$ cat src/rtl/out_tile_writer_pkg.sv
// out_tile_writer_pkg
//   Shared definitions for the matrix-multiply output path: writer state
//   encoding, tile-count derivation and the BRAM byte write-enable constants.
package out_tile_writer_pkg;

  typedef enum logic [1:0] {
    ST_IDLE  = 2'd0,
    ST_RUN   = 2'd1,
    ST_DRAIN = 2'd2,
    ST_DONE  = 2'd3
  } wr_state_e;

  localparam logic [7:0] WEA_ALL  = 8'hFF;
  localparam logic [7:0] WEA_NONE = 8'h00;

  // Number of tiles in result matrix C (tile rows x tile columns).
  function automatic int calc_max_flag(input int rows, input int cols);
    return rows * cols;
  endfunction

endpackage

$ cat src/rtl/out_tile_writer_fifo.sv
// sync_fifo
//   Single-clock tile buffer with a fall-through head (dout always shows the
//   oldest entry while not empty). A push into a full FIFO is taken only when
//   a pop happens in the same cycle, so occupancy stays unchanged.
// Ports:
//   clk, rst      clock, asynchronous active-high reset
//   clear         synchronous flush (empties the buffer)
//   push / din    write request and data
//   pop           remove head (ignored while empty)
//   dout          head entry
//   full, empty   occupancy flags
module sync_fifo #(
  parameter int DATA_WIDTH = 64,
  parameter int DEPTH      = 4
) (
  input  logic                  clk,
  input  logic                  rst,
  input  logic                  clear,
  input  logic                  push,
  input  logic                  pop,
  input  logic [DATA_WIDTH-1:0] din,
  output logic [DATA_WIDTH-1:0] dout,
  output logic                  full,
  output logic                  empty
);

  localparam int PW = $clog2(DEPTH);
  localparam int CW = $clog2(DEPTH + 1);

  logic [DATA_WIDTH-1:0] mem [DEPTH];
  logic [PW-1:0]         wr_ptr;
  logic [PW-1:0]         rd_ptr;
  logic [CW-1:0]         count;
  logic                  do_push;
  logic                  do_pop;

  assign empty   = (count == '0);
  assign full    = (count == CW'(DEPTH));
  assign do_pop  = pop & ~empty;
  assign do_push = push & (~full | do_pop);
  assign dout    = mem[rd_ptr];

  // Pointers wrap naturally because DEPTH is a power of two.
  always_ff @(posedge clk or posedge rst) begin
    if (rst) begin
      wr_ptr <= '0;
      rd_ptr <= '0;
      count  <= '0;
    end else if (clear) begin
      wr_ptr <= '0;
      rd_ptr <= '0;
      count  <= '0;
    end else begin
      if (do_push) wr_ptr <= wr_ptr + 1'b1;
      if (do_pop)  rd_ptr <= rd_ptr + 1'b1;
      case ({do_push, do_pop})
        2'b10:   count <= count + 1'b1;
        2'b01:   count <= count - 1'b1;
        default: count <= count;
      endcase
    end
  end

  always_ff @(posedge clk) begin
    if (do_push && !clear) mem[wr_ptr] <= din;
  end

endmodule

$ cat src/rtl/out_tile_writer.sv
// out_tile_writer
//   Collects finished accumulator tiles, buffers them and writes each one to
//   the output BRAM at address row*COL_SIZE_MAT_C+col, in arrival order.
// Handshake: acc_valid is a one-cycle push with no back-pressure (a tile that
//   finds the buffer full and not draining is dropped and flagged). ob_grant
//   acts as the ready of the BRAM side: a write is issued only in a cycle
//   where the buffer has data and ob_grant=1; the write appears registered on
//   ob_ena/ob_wea/ob_addra/ob_dina one edge later.
// Ports:
//   clk, rst             clock, asynchronous active-high reset
//   start                one-cycle job start (only honoured in IDLE)
//   acc_valid, acc_data  finished tile from the accumulator
//   ob_grant             BRAM port A available this cycle
//   ob_ena, ob_wea, ob_addra, ob_dina   BRAM port A write
//   busy, done           job in progress / one-cycle completion pulse
//   overflow             sticky: a tile was dropped or was surplus
//   tiles_written        tiles committed this job
//   state_dbg            current FSM state (wr_state_e encoding)
module out_tile_writer
  import out_tile_writer_pkg::*;
#(
  parameter int WIDTH          = 16,
  parameter int CHUNK_SIZE     = 4,
  parameter int ROW_SIZE_MAT_C = 3,
  parameter int COL_SIZE_MAT_C = 3,
  parameter int FIFO_DEPTH     = 4,
  parameter int ADDR_WIDTH     = 12
) (
  input  logic                          clk,
  input  logic                          rst,
  input  logic                          start,
  input  logic                          acc_valid,
  input  logic [WIDTH*CHUNK_SIZE-1:0]   acc_data,
  input  logic                          ob_grant,
  output logic                          ob_ena,
  output logic [7:0]                    ob_wea,
  output logic [ADDR_WIDTH-1:0]         ob_addra,
  output logic [WIDTH*CHUNK_SIZE-1:0]   ob_dina,
  output logic                          busy,
  output logic                          done,
  output logic                          overflow,
  output logic [ADDR_WIDTH-1:0]         tiles_written,
  output logic [1:0]                    state_dbg
);

  localparam int DW       = WIDTH * CHUNK_SIZE;
  localparam int MAX_FLAG = calc_max_flag(ROW_SIZE_MAT_C, COL_SIZE_MAT_C);

  wr_state_e             state, state_nx;
  logic                  start_job;
  logic                  take_tile;
  logic                  drop_tile;
  logic                  push;
  logic                  pop;
  logic                  fifo_full;
  logic                  fifo_empty;
  logic [DW-1:0]         fifo_head;
  logic [ADDR_WIDTH-1:0] tile_cnt;
  logic [ADDR_WIDTH-1:0] row;
  logic [ADDR_WIDTH-1:0] col;
  logic                  last_tile;

  // tile_cnt counts every tile offered in RUN, dropped ones included, so the
  // job still leaves RUN after the MAX_FLAG-th valid even when some were lost.
  assign last_tile = (tile_cnt == ADDR_WIDTH'(MAX_FLAG - 1));
  assign state_dbg = state;

  sync_fifo #(
    .DATA_WIDTH (DW),
    .DEPTH      (FIFO_DEPTH)
  ) u_fifo (
    .clk   (clk),
    .rst   (rst),
    .clear (start_job),
    .push  (push),
    .pop   (pop),
    .din   (acc_data),
    .dout  (fifo_head),
    .full  (fifo_full),
    .empty (fifo_empty)
  );

  always_ff @(posedge clk or posedge rst) begin
    if (rst) state <= ST_IDLE;
    else     state <= state_nx;
  end

  always_comb begin
    state_nx  = state;
    start_job = 1'b0;
    take_tile = 1'b0;
    drop_tile = 1'b0;
    pop       = 1'b0;
    busy      = 1'b0;
    done      = 1'b0;
    case (state)
      ST_IDLE: begin
        if (start) begin
          start_job = 1'b1;
          state_nx  = ST_RUN;
        end
      end
      ST_RUN: begin
        busy = 1'b1;
        pop  = ~fifo_empty & ob_grant;
        if (acc_valid) begin
          take_tile = 1'b1;
          drop_tile = fifo_full & ~pop;
          if (last_tile) state_nx = ST_DRAIN;
        end
      end
      ST_DRAIN: begin
        busy      = 1'b1;
        pop       = ~fifo_empty & ob_grant;
        drop_tile = acc_valid;
        // No pushes happen in DRAIN, so an empty buffer means every
        // accepted tile has been committed.
        if (fifo_empty) state_nx = ST_DONE;
      end
      ST_DONE: begin
        done     = 1'b1;
        state_nx = ST_IDLE;
      end
      default: state_nx = ST_IDLE;
    endcase
  end

  assign push = take_tile & ~drop_tile;

  always_ff @(posedge clk or posedge rst) begin
    if (rst) begin
      ob_ena        <= 1'b0;
      ob_wea        <= WEA_NONE;
      ob_addra      <= '0;
      ob_dina       <= '0;
      overflow      <= 1'b0;
      tiles_written <= '0;
      tile_cnt      <= '0;
      row           <= '0;
      col           <= '0;
    end else begin
      ob_ena <= 1'b0;
      ob_wea <= WEA_NONE;
      if (start_job) begin
        overflow      <= 1'b0;
        tiles_written <= '0;
        tile_cnt      <= '0;
        row           <= '0;
        col           <= '0;
      end else begin
        if (take_tile) tile_cnt <= tile_cnt + 1'b1;
        if (drop_tile) overflow <= 1'b1;
        if (pop) begin
          ob_ena        <= 1'b1;
          ob_wea        <= WEA_ALL;
          ob_addra      <= row * ADDR_WIDTH'(COL_SIZE_MAT_C) + col;
          ob_dina       <= fifo_head;
          tiles_written <= tiles_written + 1'b1;
          if (col == ADDR_WIDTH'(COL_SIZE_MAT_C - 1)) begin
            col <= '0;
            row <= row + 1'b1;
          end else begin
            col <= col + 1'b1;
          end
        end
      end
    end
  end

endmodule

$ cat config.mk
export PLATFORM = sky130hd
export DESIGN_NAME = out_tile_writer
export DESIGN_NICKNAME = d
export VERILOG_FILES = /design/src/rtl/out_tile_writer_pkg.sv /design/src/rtl/out_tile_writer_fifo.sv /design/src/rtl/out_tile_writer.sv
export SDC_FILE = /design/constraint.sdc
export NUM_CORES = 1
export LEC_CHECK = 0
export CORE_ASPECT_RATIO = 0.5
export CORE_MARGIN = 2
export CORE_UTILIZATION = 56
export DETAILED_ROUTE_END_ITERATION = 8
export HOLD_SLACK_MARGIN = 0.06
export PLACE_DENSITY = 0.89
export SYNTH_ARGS = -nofsm -noshare
export SYNTH_HDL_FRONTEND = slang
export SYNTH_SLANG_ARGS = --single-unit
export TNS_END_PERCENT = 100
$ cat constraint.sdc
create_clock -name clk -period 5.4 [get_ports clk]
set_clock_uncertainty 0.1 [all_clocks]
set_input_delay 0.54 -clock clk [delete_from_list [all_inputs] [get_ports clk]]
set_output_delay 0.54 -clock clk [all_outputs]
set_load 0.02 [all_outputs]
* After elaboration in Yosys (flattened, before gate mapping) *
Memory sizes are Yosys's and may differ from the RTL's. A register that Yosys moved wholly into a read port is not among the register bits.
Cells that the tools add are included.

word-level totals
  flip-flop bits (word level) = 79
  RAM bits = 256
  input bits = 69
  output and inout bits = 102
  word-level logic and storage cells = 99
  memories = 1

cells by class
  $add $sub $neg = 9
  $mul = 1
  equality and inequality tests = 12
  multiplexer cells = 38
  bitwise operators = 11
  reductions and logical operators = 15

memory list
  name        depth  bits a word  read ports  clocked after Yosys merged registers in  wr ports  RTL line                    text
  u_fifo.mem  4      64           1           1                                        1         out_tile_writer_fifo.sv:30  logic [DATA_WIDTH-1:0] mem [DEPTH];

operators by type and width
  cell                     count
  $mux W12                 10
  $add A12 B1 Y12 const B  4
  $mux W2                  8
  $mux W8                  2
  $mux W1                  14
  $add A12 B12 Y12         1
  $eq A12 B2 Y1 const B    1
  $eq A12 B4 Y1 const B    1
  $mul A12 B2 Y12 const B  1
  $reduce_bool A2 Y1       6
  $pmux W2 S4              1
  $eq A2 B2 Y1 const B     3
  $ne A2 B2 Y1 const B     3
  $pmux W3 S2              1
  $and A1 B1 Y1            5
  $not A1 Y1               5
  $add A2 B1 Y2 const B    2
  $eq A2 B1 Y1 const B     2
  $reduce_and A2 Y1        2
  $reduce_and A4 Y1        1
  $add A3 B1 Y3 const B    1
  $eq A3 B3 Y1 const B     1
  $logic_not A3 Y1         1
  $mux W3                  1
  other kinds (9)          9

* Logic depth before layout (Yosys ltp) *
  word-level depth = 13
  mapped depth = 11
  mapped depth without buffers = 10

* Modules after synthesis *
A second synthesis with hierarchy kept.

unflattened totals
  cells, all modules = 1074
  area total of the unflattened synthesis = 16169.3 µm²

by module, submodules not included
  module           times used  cells each  area each (µm²)  seq. area each (µm²)
  sync_fifo        1           399         9793.1           7862.5
  out_tile_writer  1           675         6376.1           3203.1

* Worst setup path before layout *
Ideal clock, no wire load.

  path type = flip-flop to flip-flop
  start = register state[0] (netlist: state_dbg[0])
  end = memory u_fifo.mem[0][0], enable pin
  setup time = 0.429 ns
  arrival time = 3.222 ns
  data required time = 4.871 ns
  slack = 1.649 ns
  stages on the path, launching flop included = 7
  path buffers = 0
  period minus slack after synthesis = 3.751 ns
  path through = dfrtp_1 -> inv_1 -> ha_1 -> nand2_1 -> a221o_1 -> nor2_1 -> and2_1

between the ends
  cells in the longest elaborated chain, start to end = 9
  elaborated cells between the ends (all ways) = 17
  classes of those cells = eq/ne: 2; mux: 6; bitwise: 5; reduce/logical: 4

RTL lines
  item                                          RTL line                    text
  from (decl)                                   out_tile_writer.sv:49       wr_state_e state, state_nx;
  from (signal assigned)                        out_tile_writer.sv:85       else state <= state_nx;
  $eq A2 B2 Y1 or $eq A2 B1 Y1 (tied branches)  out_tile_writer.sv:96       case (state)
  $reduce_or A2 Y1 (no line)                    -
  $mux W1                                       -
  $and A1 B1 Y1                                 out_tile_writer_fifo.sv:39  assign do_pop = pop & ~empty;
  $or A1 B1 Y1                                  out_tile_writer_fifo.sv:40  assign do_push = push & (~full | do_pop);
  $and A1 B1 Y1                                 out_tile_writer_fifo.sv:40
  $logic_and A1 B1 Y1 (*)                       out_tile_writer_fifo.sv:65  if (do_push && !clear) mem[wr_ptr] <= din;
  $mux W1 (*)                                   out_tile_writer_fifo.sv:65
  $mux W1 (not written as such) (*)             out_tile_writer_fifo.sv:65
  to (decl)                                     out_tile_writer_fifo.sv:30

Mark *: on every way between the ends. The rest lies on a longest branch, timed or not.

* Worst setup path in the final report *
  start = register state[0] (netlist: state_dbg[0])
  end = register ob_addra[7]

between the ends
  cells in the longest elaborated chain, start to end = 4
  elaborated cells between the ends (all ways) = 8
  classes of those cells = eq/ne: 2; mux: 2; bitwise: 1; reduce/logical: 3

RTL lines
  item                                                   RTL line                text
  $eq A2 B2 Y1 (tied with other cells)                   out_tile_writer.sv:96
  $reduce_or A2 Y1 (no line) or $mux W1 (tied branches)  -
  $mux W1 or $not A1 Y1 (tied branches)                  -
  $reduce_and A2 Y1 (no line) (*)                        -
  to (signal assigned)                                   out_tile_writer.sv:156  ob_addra <= row * ADDR_WIDTH'(COL_SIZE_MAT_C) + col;
  to (decl)                                              out_tile_writer.sv:37   output logic [ADDR_WIDTH-1:0] ob_addra,

Marks and branches as above.
A chain may end at the register's enable or synchronous reset.

==> results.ini <==
[clocking]
holdBufCountCts=0
cts_tree=yes
path_clk_slew_ps=70
cts_buffers=34
cts.sinks=391
worstSkewPairLatency_ps=520
htreeDepth=2
root_buffer=clkbuf_16
cts_buffer_depth=3
post_cts_resized=0
post_cts_buffers=0

[yosys]
syn_area_per_cell_um2=15.1
yosysMostFrequentCell=edfxtp_1
syn_area_mm2=0.0159
synth_top_cell_area_share_pct=48.3
ys_ff_latch=391
synth-edff-count=256
syn_nets=1169
yosys.cell_types.count=53
synth_mux_area_share_pct=9.18
synthCells=1054
synth_compound_area_share_pct=2.83
synth_common_cells=edfxtp_1, nand2_1, dfrtp_1, mux4_2, nor2_1
synthSimpleGateAreaFrac_pct=9.79
netlist_top_cells_area=edfxtp_1, dfrtp_1, mux4_2, nand2_1, ha_1
synth_top_area_cell=edfxtp_1
yosysWarnings=0
ys.flop_type=edfxtp_1
synthAdderAreaFrac_pct=4.18
ys_seq_area_share_pct=69.5
synthXorXnorAreaFrac_pct=2.48
async_flop_share_pct=34.5
synth_top_family_by_area=simple AND/OR/NAND/NOR gates

[global_routing]
grt.total_usage_pct=24.9
grt.overflow.total=0
grt_pass1_wl_mm=56.9
grt_max_degree=100
antenna_found_initial=2
grt_pass1_vias=10100

[power_and_ir_drop]
p_seq_share_pct=43.1
leakagePower_nw=7.34
netSwitchingFraction_pct=32.5
power_frac_comb_pct=29.8
p_sw_mw=3.12
intPower_mw=6.47
ir_drop_uv=339
p_clk_share_pct=27.1
cellPowerDensity_mw_per_mm2=502

[die]
start_util_pct=57.2
core_area_mm2=0.0278
io_pins=171
die_height_um=123
die_width_um=242
num_rows=43
floorplan.die_area_mm2=0.0299

[timing]
drv_slew=0
timing.hold.ws_ps=381
hold_viol_final=0
slew_headroom_pct=30.6
fmax_mhz=299
final.period_utilization_pct=61.9
finalSetupViolations=0
min_period_ps=3340
tightest_slew_ps=1040
rsz0062_at_grt=no
fin_setup_tns_ps=0

[job]
maxCapViolations=0

[critical_path]
cp_slowest_cell=inv_2
worstPathRequired_ps=5740
critPathLaunchType=flop
critPathMaxFanout=35
path_cells=inv_1 -> ha_1 -> o311a_2 -> nand2_4 -> inv_2 -> buf_4 -> nand4_1 -> nand3_1
cp.arrival_ps=3680
end_kind=flop
ff2ff_setup_slack_ps=2060
path_delay_family=buffers and inverters
path_buf_inv=3
worstSetupPathType=flop to flop
cpPeakStageDelay_ps=610

[routing]
wl_per_cell_um=22.5
first_iter_violations=912
route.detailed.drc=0
routed_wirelength_mm=36.7
vias=9634
ant_nets=0
via_per_inst=5.91
firstDrtPassIters=5

[layout]
drive_above_1_share_pct=11.1
nets=1335
syn_to_final_growth_pct=20.2
nFillCells=1589
stdcell_area_mm2=0.0191

[placement]
dp_hpwl_mm=20.8
port_buffers=170
placed_area_mm2=0.0179
gp_congestion=0.835

[worst_hold_path]
hold_path_class=flop to flop

[status]
status=finished clean

state kept, by name, summed over array words and instances, names as in the netlist:
register       cells
ob_addra          12
col               12
u_fifo.rd_ptr      2
u_fifo.wr_ptr      2
ob_wea             1
tiles_written     12
u_fifo.mem       256
u_fifo.count       3
overflow           1
state_dbg          2
ob_dina           64
row               12
tile_cnt          12
cell usage in the layout (no fill, tap or decap), types with 8 or more instances in the layout:
cell / synthesis / final
nand3_1: 19 / 19
or3_1: 13 / 13
fa_1: 12 / 12
edfxtp_1: 256 / 256
inv_1: 24 / 23
clkbuf_16: 0 / 35
o21ai_0: 24 / 24
nand4_1: 9 / 9
a21oi_1: 22 / 22
clkdlybuf4s50_1: 0 / 170
nand2_1: 237 / 236
xnor2_1: 19 / 19
ha_1: 34 / 34
mux4_2: 64 / 64
nor3_1: 8 / 8
dfrtp_1: 135 / 133
nor2_1: 50 / 50
xor2_1: 26 / 26
tightest hold or removal path, cell delays in order, from the launching register on:
cell,delay [ps]
dfrtp_1,340
nand2_1,50
nand2_1,60
worst paths after layout:
kind / from / endpoint / cells past startpoint
max: state_dbg[0]$_DFFE_PP0P_ / ob_addra[7]$_DFFE_PP0P_ / 8
max in group asynchronous: rst / ob_dina[28]$_DFFE_PP0P_ / 3
min in group asynchronous: rst / ob_dina[45]$_DFFE_PP0P_ / 2
min reg2reg: ob_dina[1]$_DFFE_PP0P_ / ob_dina[1]$_DFFE_PP0P_ / 2
max reg2reg: state_dbg[0]$_DFFE_PP0P_ / ob_addra[7]$_DFFE_PP0P_ / 8
min: ob_dina[1]$_DFFE_PP0P_ / ob_dina[1]$_DFFE_PP0P_ / 2
area by class of cell:
type | count | area [um2] | area share [%]
diodes | 3 | 7.51 | 0.0392
clock buffers | 44 | 940 | 4.91
clock inverters | 17 | 241 | 1.26
inverters | 25 | 98.8 | 0.517
multi-input cells | 592 | 4550 | 23.8
flip-flops and latches | 391 | 11100 | 57.9
well taps | 382 | 478 | 2.50
repair buffers | 176 | 1750 | 9.13
kinds of logic (layout without fill, tap and decap cells):
logic type	count (synthesis)	in the layout
other cells	0	3
fa+ha+maj	46	46
mux	66	66
compound gates	73	73
xor+xnor	45	45
flops	391	391
simple gates	362	362
buf+inv	71	262
metal layers:
layer	wire, um	GRT usage (%)
met3	2240	4.34
met1	13500	30.2
met4	1750	12.2
met2	19200	44.3
met5	0	0
through the flow:
| stage | worst slack [ps] | total power, mW | instances | util, % |
|---|---|---|---|---|
| 5_1_grt | 1820 | 9.95 | 1629 | 68.8 |
| 2_1_floorplan | 1150 | 5.82 | 1054 | - |
| 3_5_place_dp | 1980 | 6.94 | 1566 | 64.5 |
| 6_report | 2060 | 9.59 | 1630 | 68.8 |
| 3_3_place_gp | 2110 | 6.78 | 1566 | 64.5 |
| 4_1_cts | 2080 | 9.61 | 1627 | 68.7 |
power by group through the flow:
stage,Clock [mW],Sequential [mW],Combinational (mW)
5_1_grt,2.72,4.19,3.05
2_1_floorplan,0,4.25,1.56
6_report,2.60,4.13,2.86
4_1_cts,2.62,4.13,2.86
3_5_place_dp,0,4.16,2.77
3_3_place_gp,0,4.13,2.65
(Power assumes the default switching activity.)
